File: src/rtl/spram_ctrl_pkg.sv
// Shared types and constants for the SPRAM word controller.
package spram_ctrl_pkg;

    typedef enum logic [1:0] {
        SZ_B = 2'b00,
        SZ_H = 2'b01,
        SZ_W = 2'b10
    } mem_size_t;

    typedef enum logic [2:0] {
        IDLE,
        ACC0,
        ACC1,
        CAP,
        RESP
    } ctrl_state_t;

    // One MASKWREN bit per nibble of the 16-bit SPRAM word
    localparam logic [3:0] MASK_LO  = 4'b0011;
    localparam logic [3:0] MASK_HI  = 4'b1100;
    localparam logic [3:0] MASK_ALL = 4'b1111;

    function automatic logic is_misaligned(input logic [1:0] size, input logic [1:0] low);
        return ((size == 2'b01) && low[0]) || ((size == 2'b10) && (low != 2'b00));
    endfunction

endpackage

File: src/rtl/spram_load_align.sv
// Load data alignment: picks the byte/half/word out of the captured halfwords
// and sign- or zero-extends it to 32 bits.
module spram_load_align
    import spram_ctrl_pkg::*;
(
    input  logic [15:0] hw_lo,
    input  logic [15:0] hw_hi,
    input  mem_size_t   size,
    input  logic        byte_sel,
    input  logic        is_unsigned,
    output logic [31:0] result
);

    logic [7:0] byte_val;

    assign byte_val = byte_sel ? hw_lo[15:8] : hw_lo[7:0];

    always_comb begin
        result = {hw_hi, hw_lo};
        case (size)
            SZ_B:    result = {{24{byte_val[7] & ~is_unsigned}}, byte_val};
            SZ_H:    result = {{16{hw_lo[15] & ~is_unsigned}}, hw_lo};
            default: result = {hw_hi, hw_lo};
        endcase
    end

endmodule

File: src/rtl/spram_word_ctrl.sv
// RV32I data-memory front end for one 16K x 16 SPRAM: splits 32-bit loads and
// stores into one or two halfword accesses and returns a single response pulse.
//
// state | meaning
// IDLE  | ready for a request
// ACC0  | first SPRAM access (low halfword, or the only one)
// ACC1  | second SPRAM access of a word (high halfword); low read data captured
// CAP   | last read data on DATAOUT, load result registered on exit
// RESP  | rsp_valid pulse
module spram_word_ctrl
    import spram_ctrl_pkg::*;
#(
    parameter int ADDR_W          = 15,
    parameter bit ERR_ON_MISALIGN = 1'b1
) (
    input  logic              clk,
    input  logic              rst_n,
    input  logic              req_valid,
    output logic              req_ready,
    input  logic              req_we,
    input  logic [1:0]        req_size,
    input  logic              req_unsigned,
    input  logic [ADDR_W-1:0] req_addr,
    input  logic [31:0]       req_wdata,
    output logic              rsp_valid,
    output logic [31:0]       rsp_rdata,
    output logic              rsp_err,
    output logic [13:0]       spram_addr,
    output logic [15:0]       spram_datain,
    output logic [3:0]        spram_maskwren,
    output logic              spram_wren,
    output logic              spram_cs,
    input  logic [15:0]       spram_dataout,
    output logic              spram_standby,
    output logic              spram_sleep,
    output logic              spram_poweroff
);

    ctrl_state_t       state, state_nxt;
    logic              we_q;
    mem_size_t         size_q;
    logic              uns_q;
    logic [ADDR_W-1:0] addr_q;
    logic [31:0]       wdata_q;
    logic [15:0]       lo_q;
    logic              req_bad;
    logic [ADDR_W-1:0] addr_fixed;
    logic [13:0]       hw_addr;
    logic [15:0]       align_lo;
    logic [31:0]       load_result;

    assign req_bad = (req_size == 2'b11) ||
                     (ERR_ON_MISALIGN && is_misaligned(req_size, req_addr[1:0]));

    // With error reporting disabled, misaligned accesses are rounded down
    always_comb begin
        addr_fixed = req_addr;
        if (!ERR_ON_MISALIGN) begin
            if (req_size == 2'b01)
                addr_fixed[0] = 1'b0;
            else if (req_size == 2'b10)
                addr_fixed[1:0] = 2'b00;
        end
    end

    always_comb begin
        state_nxt = state;
        case (state)
            IDLE: if (req_valid) state_nxt = req_bad ? RESP : ACC0;
            ACC0: begin
                if (size_q == SZ_W)
                    state_nxt = ACC1;
                else
                    state_nxt = we_q ? RESP : CAP;
            end
            ACC1:    state_nxt = we_q ? RESP : CAP;
            CAP:     state_nxt = RESP;
            RESP:    state_nxt = IDLE;
            default: state_nxt = IDLE;
        endcase
    end

    always_ff @(posedge clk or negedge rst_n) begin
        if (!rst_n) begin
            state     <= IDLE;
            we_q      <= 1'b0;
            size_q    <= SZ_B;
            uns_q     <= 1'b0;
            addr_q    <= '0;
            wdata_q   <= '0;
            lo_q      <= '0;
            rsp_rdata <= '0;
            rsp_err   <= 1'b0;
        end else begin
            state <= state_nxt;
            if (state == IDLE && req_valid) begin
                we_q    <= req_we;
                size_q  <= mem_size_t'(req_size);
                uns_q   <= req_unsigned;
                addr_q  <= addr_fixed;
                wdata_q <= req_wdata;
            end
            // DATAOUT is undefined during writes, so only loads capture it
            if (state == ACC1 && !we_q)
                lo_q <= spram_dataout;
            if (state_nxt == RESP) begin
                rsp_err   <= (state == IDLE);
                rsp_rdata <= (state == CAP) ? load_result : 32'h0;
            end
        end
    end

    assign align_lo = (size_q == SZ_W) ? lo_q : spram_dataout;

    spram_load_align u_align (
        .hw_lo       (align_lo),
        .hw_hi       (spram_dataout),
        .size        (size_q),
        .byte_sel    (addr_q[0]),
        .is_unsigned (uns_q),
        .result      (load_result)
    );

    assign req_ready = (state == IDLE);
    assign rsp_valid = (state == RESP);
    assign hw_addr   = 14'(addr_q[ADDR_W-1:1]);
    assign spram_cs  = (state == ACC0) || (state == ACC1);
    assign spram_wren = spram_cs && we_q;

    always_comb begin
        spram_addr     = hw_addr;
        spram_datain   = wdata_q[15:0];
        spram_maskwren = 4'b0000;
        if (size_q == SZ_W) begin
            spram_addr = {hw_addr[13:1], state == ACC1};
            if (state == ACC1)
                spram_datain = wdata_q[31:16];
        end else if (size_q == SZ_B) begin
            spram_datain = {2{wdata_q[7:0]}};
        end
        if (spram_wren) begin
            if (size_q == SZ_B)
                spram_maskwren = addr_q[0] ? MASK_HI : MASK_LO;
            else
                spram_maskwren = MASK_ALL;
        end
    end

    assign spram_standby  = 1'b0;
    assign spram_sleep    = 1'b0;
    assign spram_poweroff = 1'b1;

endmodule
File: config.mk
export PLATFORM = sky130hd
export DESIGN_NAME = spram_word_ctrl
export DESIGN_NICKNAME = d
export VERILOG_FILES = /design/src/rtl/spram_ctrl_pkg.sv /design/src/rtl/spram_load_align.sv /design/src/rtl/spram_word_ctrl.sv
export SDC_FILE = /design/constraint.sdc
export NUM_CORES = 1
export LEC_CHECK = 0
export CORE_UTILIZATION = 51
export DETAILED_ROUTE_END_ITERATION = 8
export PLACE_DENSITY = 0.85
export SLEW_MARGIN = 20
export SYNTH_ARGS = -nofsm -noshare
export SYNTH_HDL_FRONTEND = slang
export SYNTH_HIERARCHICAL = 1
export SYNTH_SLANG_ARGS = --single-unit
export TNS_END_PERCENT = 10
File: constraint.sdc
create_clock -name clk -period 6.7 [get_ports clk]
set_clock_uncertainty 0.2 [all_clocks]
set_input_delay 0.67 -clock clk [delete_from_list [all_inputs] [get_ports clk]]
set_output_delay 0.67 -clock clk [all_outputs]
set_load 0.05 [all_outputs]
### Word level (Yosys, flattened, before mapping)

Cells that the tools add are included.

* eq/ne operators: 10
* multiplexer cells: 16
* bitwise logic cells: 3
* reduce and logical (&&, ||, !) cells: 12

Operator list (number)
* $mux W16: 4
* $pmux W32 S2: 1
* $mux W32: 1
* $mux W3: 4
* $mux W4: 3
* $pmux W3 S4: 1
* $mux W8: 1
* $eq A2 B2 Y1 const B: 3
* $eq A3 B2 Y1 const B: 2
* $eq A3 B3 Y1 const B: 2
* $logic_and A1 B1 Y1: 5
* $eq A2 B1 Y1 const B: 2
* $eq A3 B1 Y1 const B: 1
* $logic_not A3 Y1: 1
* $logic_or A1 B1 Y1: 3
* $and A1 B1 Y1: 2
* $logic_not A2 Y1: 1
* $reduce_bool A2 Y1: 1
* $logic_not A1 Y1: 1
* $mux W1: 1
* $not A1 Y1: 1

* register bits: 103
* input port bits: 70
* output and inout bits: 74

### Logic depth before layout (Yosys ltp)

Gate-level depths: netlist of run 1.

* depth after elaboration: 8
* mapped depth: 10
* depth with buffers taken out: 7

### Modules after synthesis

Netlist of run 1, hierarchy kept.

By module, submodules not included
* spram_word_ctrl: times used 1, cells each 456, area an instance 4513.1 um^2, seq. area each 2577.5 um^2
* spram_load_align: times used 1, cells each 60, area an instance 381.6 um^2, seq. area each 0.0 um^2

### Least setup slack after synthesis of run 1

OpenSTA, ideal clock, no wires.

* path type: reg2out
* from: register state[0]
* to: output spram_maskwren[1]
* arrival time: 2810 ps
* required time: 5830 ps
* setup slack: 3020 ps
* stages on the path, launching flop included: 7
* buffers on the path: 2
* cell sequence: dfrtp_1 > buf_2 > xnor2_1 > nor2_1 > nand2_1 > a21oi_1 > buf_4

* longest elaborated chain between the ends: 4
* elaborated cells on any way between the ends: 5
* classes of those cells: 2 x eq/ne; 1 x mux; 2 x reduce/logical

RTL lines
* start, declared: line spram_word_ctrl.sv:39 `ctrl_state_t state, state_nxt;`
* start signal, assigned: line spram_word_ctrl.sv:95 `state <= state_nxt;`
* $eq A3 B1 Y1 / $eq A3 B2 Y1 (equally long branches): line spram_word_ctrl.sv:127 `assign spram_cs = (state == ACC0) || (state == ACC1);`
* $logic_or A1 B1 Y1 *: line spram_word_ctrl.sv:127
* via spram_cs: line spram_word_ctrl.sv:32 `output logic spram_cs,`
* $logic_and A1 B1 Y1 *: line spram_word_ctrl.sv:128 `assign spram_wren = spram_cs && we_q;`
* $mux W4 *: line spram_word_ctrl.sv:141 `if (spram_wren) begin`
* end, declared: line spram_word_ctrl.sv:30 `output logic [3:0] spram_maskwren,`

The timed path passes the listed nets; every way through them passes the cells marked *.

### Final worst setup path of run 1

* from: register size_q[1]
* to: output spram_datain[5]

* longest elaborated chain between the ends: 2

RTL lines
* start, declared: line spram_word_ctrl.sv:41 `mem_size_t size_q;`
* start signal, assigned: line spram_word_ctrl.sv:98 `size_q <= mem_size_t'(req_size);`
* $eq A2 B2 Y1: line spram_word_ctrl.sv:134 `if (size_q == SZ_W) begin`
* $mux W16: line spram_word_ctrl.sv:134
* end, declared: line spram_word_ctrl.sv:29 `output logic [15:0] spram_datain,`

Every way passes these cells.

==> out/metrics.csv, run 1 <==
metric;value;unit
Layout area overhead;31.31;%
DR iter-0 viols;219;
Die X;99.97;um
Max Slew Vio Count;0;
worst hold path type;input pin to asynchronous set/reset pin;
Clock Power Share;11.7;%
Worst Path Max Fanout;24;
CTS sink cnt;103;
DRC;0;
TritonRoute pass-1 iters;5;
fin crit share;73.02;%
Final Worst Setup Slack;1.807;ns
unrepaired setup endpoints after global routing;no;
DIE HEIGHT;99.97;um
row count;35;
Setup Slack @ Placement;2.163;ns
count of max-cap constraint violations;0;
Max-slew headroom;31.50;%
RePlAce Congestion;0.8801;
sequential area share after synthesis;52.66;%
CP startpoint kind;flip-flop;
Cells after Synth;516;
Clk Latency, worst-skew pair;0.35;ns
CP max stage delay;1.05;ns
fraction of layout cells with a size suffix above 1;10.02;%
Ant. Diodes;0;
post_cts resized;0;
CP max-delay cell;nor4b_4;
CTS tree;done;
crit end category;output pin;
Layout Utilization;69.23;%
Max IR drop VDD;0.0003552;V
Final nets;694;
deepest clock path buffer count;2;
DP HPWL;8.459;mm
Fmax;0.2044;GHz
Post-CTS Hold Buffers;0;
I/O Buffers;140;
initial core utilization;52.72;%
vias in the first global route;3952;
final setup violation count;0;
power per cell area;542.8;mW/mm^2
Tot Pwr;3.489;mW
WP data arrival;4.02;ns
Detailed Route WL;11.99;mm
Tmin final;4.893;ns
Worst Max-Slew Pin Slew;1.023;ns
#FFs+latches synth;103;
internal power;1.795;mW
CTS root buf;clkbuf_8;
Cell Chain, Critical Path;nand2b_1 -> nor4b_4 -> mux2_2 -> clkdlybuf4s50_1;
Final ANT Viol Nets;0;
setup TNS;0;ns
post-synth design cell area;0.004895;mm^2
sw power;1.694;mW
first-pass GRT wire length;19.48;mm
largest net degree at the start of global routing;56;
initial antenna violation count;0;
Via density;5.253;
core area;0.009284;mm^2
total number of vias;3982;
Lkg Pwr;3.170;nW
CP top delay family;simple AND/OR/NAND/NOR gates;
die area;0.009993;mm^2
combinational power share;56.7;%
synth unique cells;33;
Synth Area per Inst;9.486;um^2
IO Count;144;
total CTS buffers;9;
Avg WL per Cell;15.82;um
status;completed;
Buf/Inv on CP;1;
gr usage total;25.36;%
switching share of power;48.55;%
GRT overflow;0;
CP required;5.83;ns
clock-pin slew on the worst setup and hold paths;0.09;ns
yosys warns;6;
Setup CP Type;flip-flop to output pin;
sequential cell fraction of total power;31.6;%
H-Tree Level Count;3;
Setup Fix Bufs, Post-CTS;0;
final count of hold timing violations;0;
registers in the layout (all words and copies together) (netlist names):
name and cells:
we_q 1, uns_q 1, rsp_rdata 32, wdata_q 32
rsp_err 1, state 3, size_q 2, addr_q 15
lo_q 16
per-layer routing:
metal | share of wire, % | vias up | track usage (%)
li1 | - | 1893 | -
met1 | 42 | 1922 | 32.01
met2 | 48 | 153 | 42.33
met3 | 8.0 | 14 | 6.616
met4 | 1.4 | 0 | 9.050
met5 | 0 | - | 0
worst register-to-register path: stages, from the launching register on:
cell	delay [ns]
dfrtp_1	0.83
nor2b_2	0.69
nand2_1	0.11
nand2_1	0.12
or3b_1	0.35
a211o_2	0.44
nand2_1	0.12
a22o_1	0.13
layout make-up:
| class | instances | area, um^2 |
|---|---|---|
| repair buffers | 144 | 1429 |
| clock inverters | 3 | 67.56 |
| clock buffers | 13 | 138.9 |
| multi-input cells | 354 | 2008 |
| well taps | 129 | 161.4 |
| inverters | 12 | 45.04 |
| fillers | 707 | 2856 |
| flip-flops and latches | 103 | 2577 |
worst paths after layout:
check | startpoint | endpoint | slack (ns) | depth (start not counted)
max | size_q[1] | spram_datain[5] | 1.81 | 4
min | rst_n | rsp_rdata[22] | 0.11 | 1
max reg2reg | size_q[1] | rsp_rdata[24] | 3.65 | 7
min reg2reg | wdata_q[19] | wdata_q[19] | 0.28 | 2
max in group asynchronous | rst_n | uns_q | 5.08 | 2
min in group clk | wdata_q[19] | wdata_q[19] | 0.28 | 2
stage by stage:
stage / area (um^2) / std cells / hold slack, ns
finish: 6427 / 758 / 0.1133
global route: 6427 / 758 / 0.1243
CTS: 6424 / 758 / 0.1280
detailed placement: 6217 / 742 / 0.2648
global placement: 6211 / 742 / 0.2558
floorplan: 4898 / 517 / 0.1744
cell usage in the layout (no fill, tap or decap), drive strengths merged, types with 2 or more instances in the layout:
master | Yosys | final
inv | 12 | 12
mux2 | 36 | 36
dfrtp | 103 | 103
nor3 | 6 | 6
clkbuf | 14 | 13
conb | 2 | 3
nand2 | 229 | 229
bufinv | 0 | 2
or3b | 2 | 2
nor2 | 7 | 7
o21ai | 3 | 3
nand2b | 2 | 2
a21oi | 5 | 5
clkdlybuf4s50 | 0 | 139
a21o | 11 | 11
a22o | 32 | 32
a222oi | 8 | 8
nor4b | 2 | 2
buf | 34 | 5
cell usage after synthesis:
master      n  area share, %
a211o_2     1           0.20
a21o_1     11            1.7
a21oi_1     4           0.41
a21oi_2     1           0.18
a222oi_1    8            1.6
a22o_1     32            5.7
and3_1      1           0.13
buf_1       2           0.15
buf_2      12            1.2
buf_4      18            2.8
buf_6       2           0.46
clkbuf_1   14            1.1
conb_1      2           0.15
dfrtp_1   103             53
inv_1      12           0.92
mux2_2     36            8.3
mux2i_1     1           0.20
nand2_1   229             18
nand2b_1    2           0.26
nor2_1      6           0.46
nor2_8      1           0.41
nor2b_1     1           0.13
nor3_1      4           0.41
nor3_2      1           0.20
nor3_4      1           0.33
nor3b_2     1           0.26
nor4b_4     2           0.97
o21ai_0     2           0.20
o21ai_1     1           0.10
o32ai_1     1           0.18
or2_1       1           0.13
or3b_1      2           0.36
xnor2_1     1           0.18
power by group through the flow:
stage | registers [mW] | clock network, mW | logic [mW]
finish | 1.10 | 0.407 | 1.98
global route | 1.13 | 0.446 | 2.12
floorplan | 1.18 | 0 | 1.35
global placement | 1.09 | 0 | 1.92
CTS | 1.10 | 0.415 | 1.99
detailed placement | 1.10 | 0 | 1.98
kinds of logic after synthesis:
family,Yosys count,synth area share (%)
other,2,0.1534
muxes,37,8.487
and+or+nand+nor,252,21.60
buffers and inverters,60,6.595
xor gates and xnor gates,1,0.1790
DFF,103,52.66
AOI/OAI and AO/OA,61,10.33
Power figures use the tool's default switching activity.
==> inputs of run 2 (changes only) <==
Settings changed: CORE_UTILIZATION 51 to 43, PLACE_DENSITY 0.85 to 0.77.
Clock period 6.7 ns to 4.45 ns, I/O delays scaled along.
==> out/metrics.csv, run 2 (synthesis results as in run 1) <==
metric;value;unit
status;completed;
Max Slew Vio Count;0;
deepest clock path buffer count;2;
combinational power share;54.8;%
CTS tree;done;
Setup Fix Bufs, Post-CTS;0;
vias in the first global route;3928;
Lkg Pwr;3.232;nW
WP data arrival;3.04;ns
sequential cell fraction of total power;30.6;%
RePlAce Congestion;0.7681;
IO Count;144;
Cell Chain, Critical Path;nand2b_1 -> nor4b_4 -> buf_4 -> mux2_2 -> clkdlybuf4s50_1;
post-route cell area;0.006556;mm^2
Max IR drop VDD;0.0005275;V
top layer in use;met4;
count of max-cap constraint violations;0;
Regs by FF count;rsp_rdata (32), wdata_q (32), lo_q (16);
Buf/Inv on CP;2;
Final nets;697;
worst hold path type;input pin to asynchronous set/reset pin;
most frequent cells in the layout;228 x nand2_1, 139 x clkdlybuf4s50_1, 103 x dfrtp_1;
unrepaired setup endpoints after global routing;no;
crit end category;output pin;
Post-CTS Hold Buffers;0;
Final ANT Viol Nets;0;
CTS root buf;clkbuf_16;
GRT overflow;0;
Die X;108.7;um
post_cts resized;0;
CP startpoint kind;flip-flop;
Setup CP Type;flip-flop to output pin;
post-route insts no fill;772;
CP top delay family;buffers and inverters;
CTS sink cnt;103;
internal power;2.850;mW
row count;38;
fraction of layout cells with a size suffix above 1;10.92;%
clock-pin slew on the worst setup and hold paths;0.07;ns
Max-slew headroom;40.54;%
initial core utilization;44.57;%
power per cell area;826.7;mW/mm^2
Final Worst Setup Slack;0.7660;ns
Worst Max-Slew Pin Slew;0.8919;ns
TritonRoute pass-1 iters;5;
Worst Path Max Fanout;24;
DP Cell Count;756;
Clk Latency, worst-skew pair;0.34;ns
Setup Slack @ Placement;1.131;ns
total CTS buffers;9;
CP required;3.81;ns
first-pass GRT wire length;19.40;mm
switching share of power;47.42;%
dpl cell area;0.006254;mm^2
final setup violation count;0;
most common cell after layout, fill and taps aside;nand2_1;
gr usage total;21.38;%
met1 WL;5.102;mm
Detailed Route WL;11.67;mm
I/O Buffers;140;
H-Tree Level Count;3;
Tot Pwr;5.420;mW
Via density;5.114;
CP max-delay cell;dfrtp_1;
setup TNS;0;ns
initial antenna violation count;0;
DR iter-0 viols;198;
Layout area overhead;33.95;%
sw power;2.570;mW
DP HPWL;8.199;mm
fin crit share;82.79;%
die area;0.01181;mm^2
final count of hold timing violations;0;
Fmax;0.2714;GHz
Ant. Diodes;0;
Tmin final;3.684;ns
Routed met2 length;5.550;mm
largest net degree at the start of global routing;73;
WL met3;899;um
Clock Power Share;14.6;%
DRC;0;
setup slack, reg-to-reg;1.62;ns
CP max stage delay;0.84;ns
total number of vias;3948;
core area;0.01098;mm^2
Avg WL per Cell;15.11;um
DIE HEIGHT;108.7;um
run 2: changes by cell type in the layout (fill, tap and decap cells not counted), sizes merged:
| cell | before | now |
|---|---|---|
| buf | 5 | 8 |
| bufinv | 2 | 1 |
| clkbuf | 13 | 11 |
| inv | 12 | 13 |
| clkinv | 0 | 2 |
run 2: worst register-to-register path, delay by kind of cell, from the launching register on:
family | cells | cell delay [ns]
AND/OR/NAND/NOR | 5 | 0.91
flip-flops | 1 | 0.84
AO/OA/AOI/OAI | 2 | 0.56
buffers and inverters | 1 | 0.24
run 2: per-stage QoR:
step	hold WS, ns	util, %
floorplan	-0.05059	-
global placement	0.2600	56.88
detailed placement	0.2582	56.94
CTS	0.06253	59.66
global route	0.1183	59.69
finish	0.0005153	59.69
run 2: cell type report:
type                    count  area, um^2
clock buffers              11       242.7
clock inverters             5       56.30
multi-input cells         354        2008
well taps                 140       175.2
fillers                   957        4427
inverters                  12       45.04
flip-flops and latches    103        2577
repair buffers            147        1451
run 2: path summary, 6_finish.rpt:
| check | startpoint | end | cells after the start |
|---|---|---|---|
| setup reg to reg | size_q[1] | rsp_rdata[18] | 8 |
| setup / recovery | size_q[1] | spram_datain[4] | 5 |
| min in group clk | addr_q[4] | addr_q[4] | 2 |
| hold / removal | rst_n | rsp_rdata[28] | 1 |
| hold reg to reg | addr_q[4] | addr_q[4] | 2 |
| max in group asynchronous | rst_n | addr_q[2] | 2 |
run 2: per-layer routing:
layer	vias up	track usage [%]
li1	1892	-
met1	1890	29.26
met2	156	33.54
met3	10	4.184
met4	0	8.301
met5	-	0
run 2: power by group through the flow:
| stage | clock, mW | sequential, mW | combinational, mW |
|---|---|---|---|
| 5_1_grt | 0.847 | 1.71 | 3.20 |
| 4_1_cts | 0.811 | 1.66 | 2.99 |
| 6_report | 0.792 | 1.66 | 2.97 |
| 2_1_floorplan | 0 | 1.78 | 2.04 |
| 3_5_place_dp | 0 | 1.66 | 2.98 |
| 3_3_place_gp | 0 | 1.65 | 2.93 |
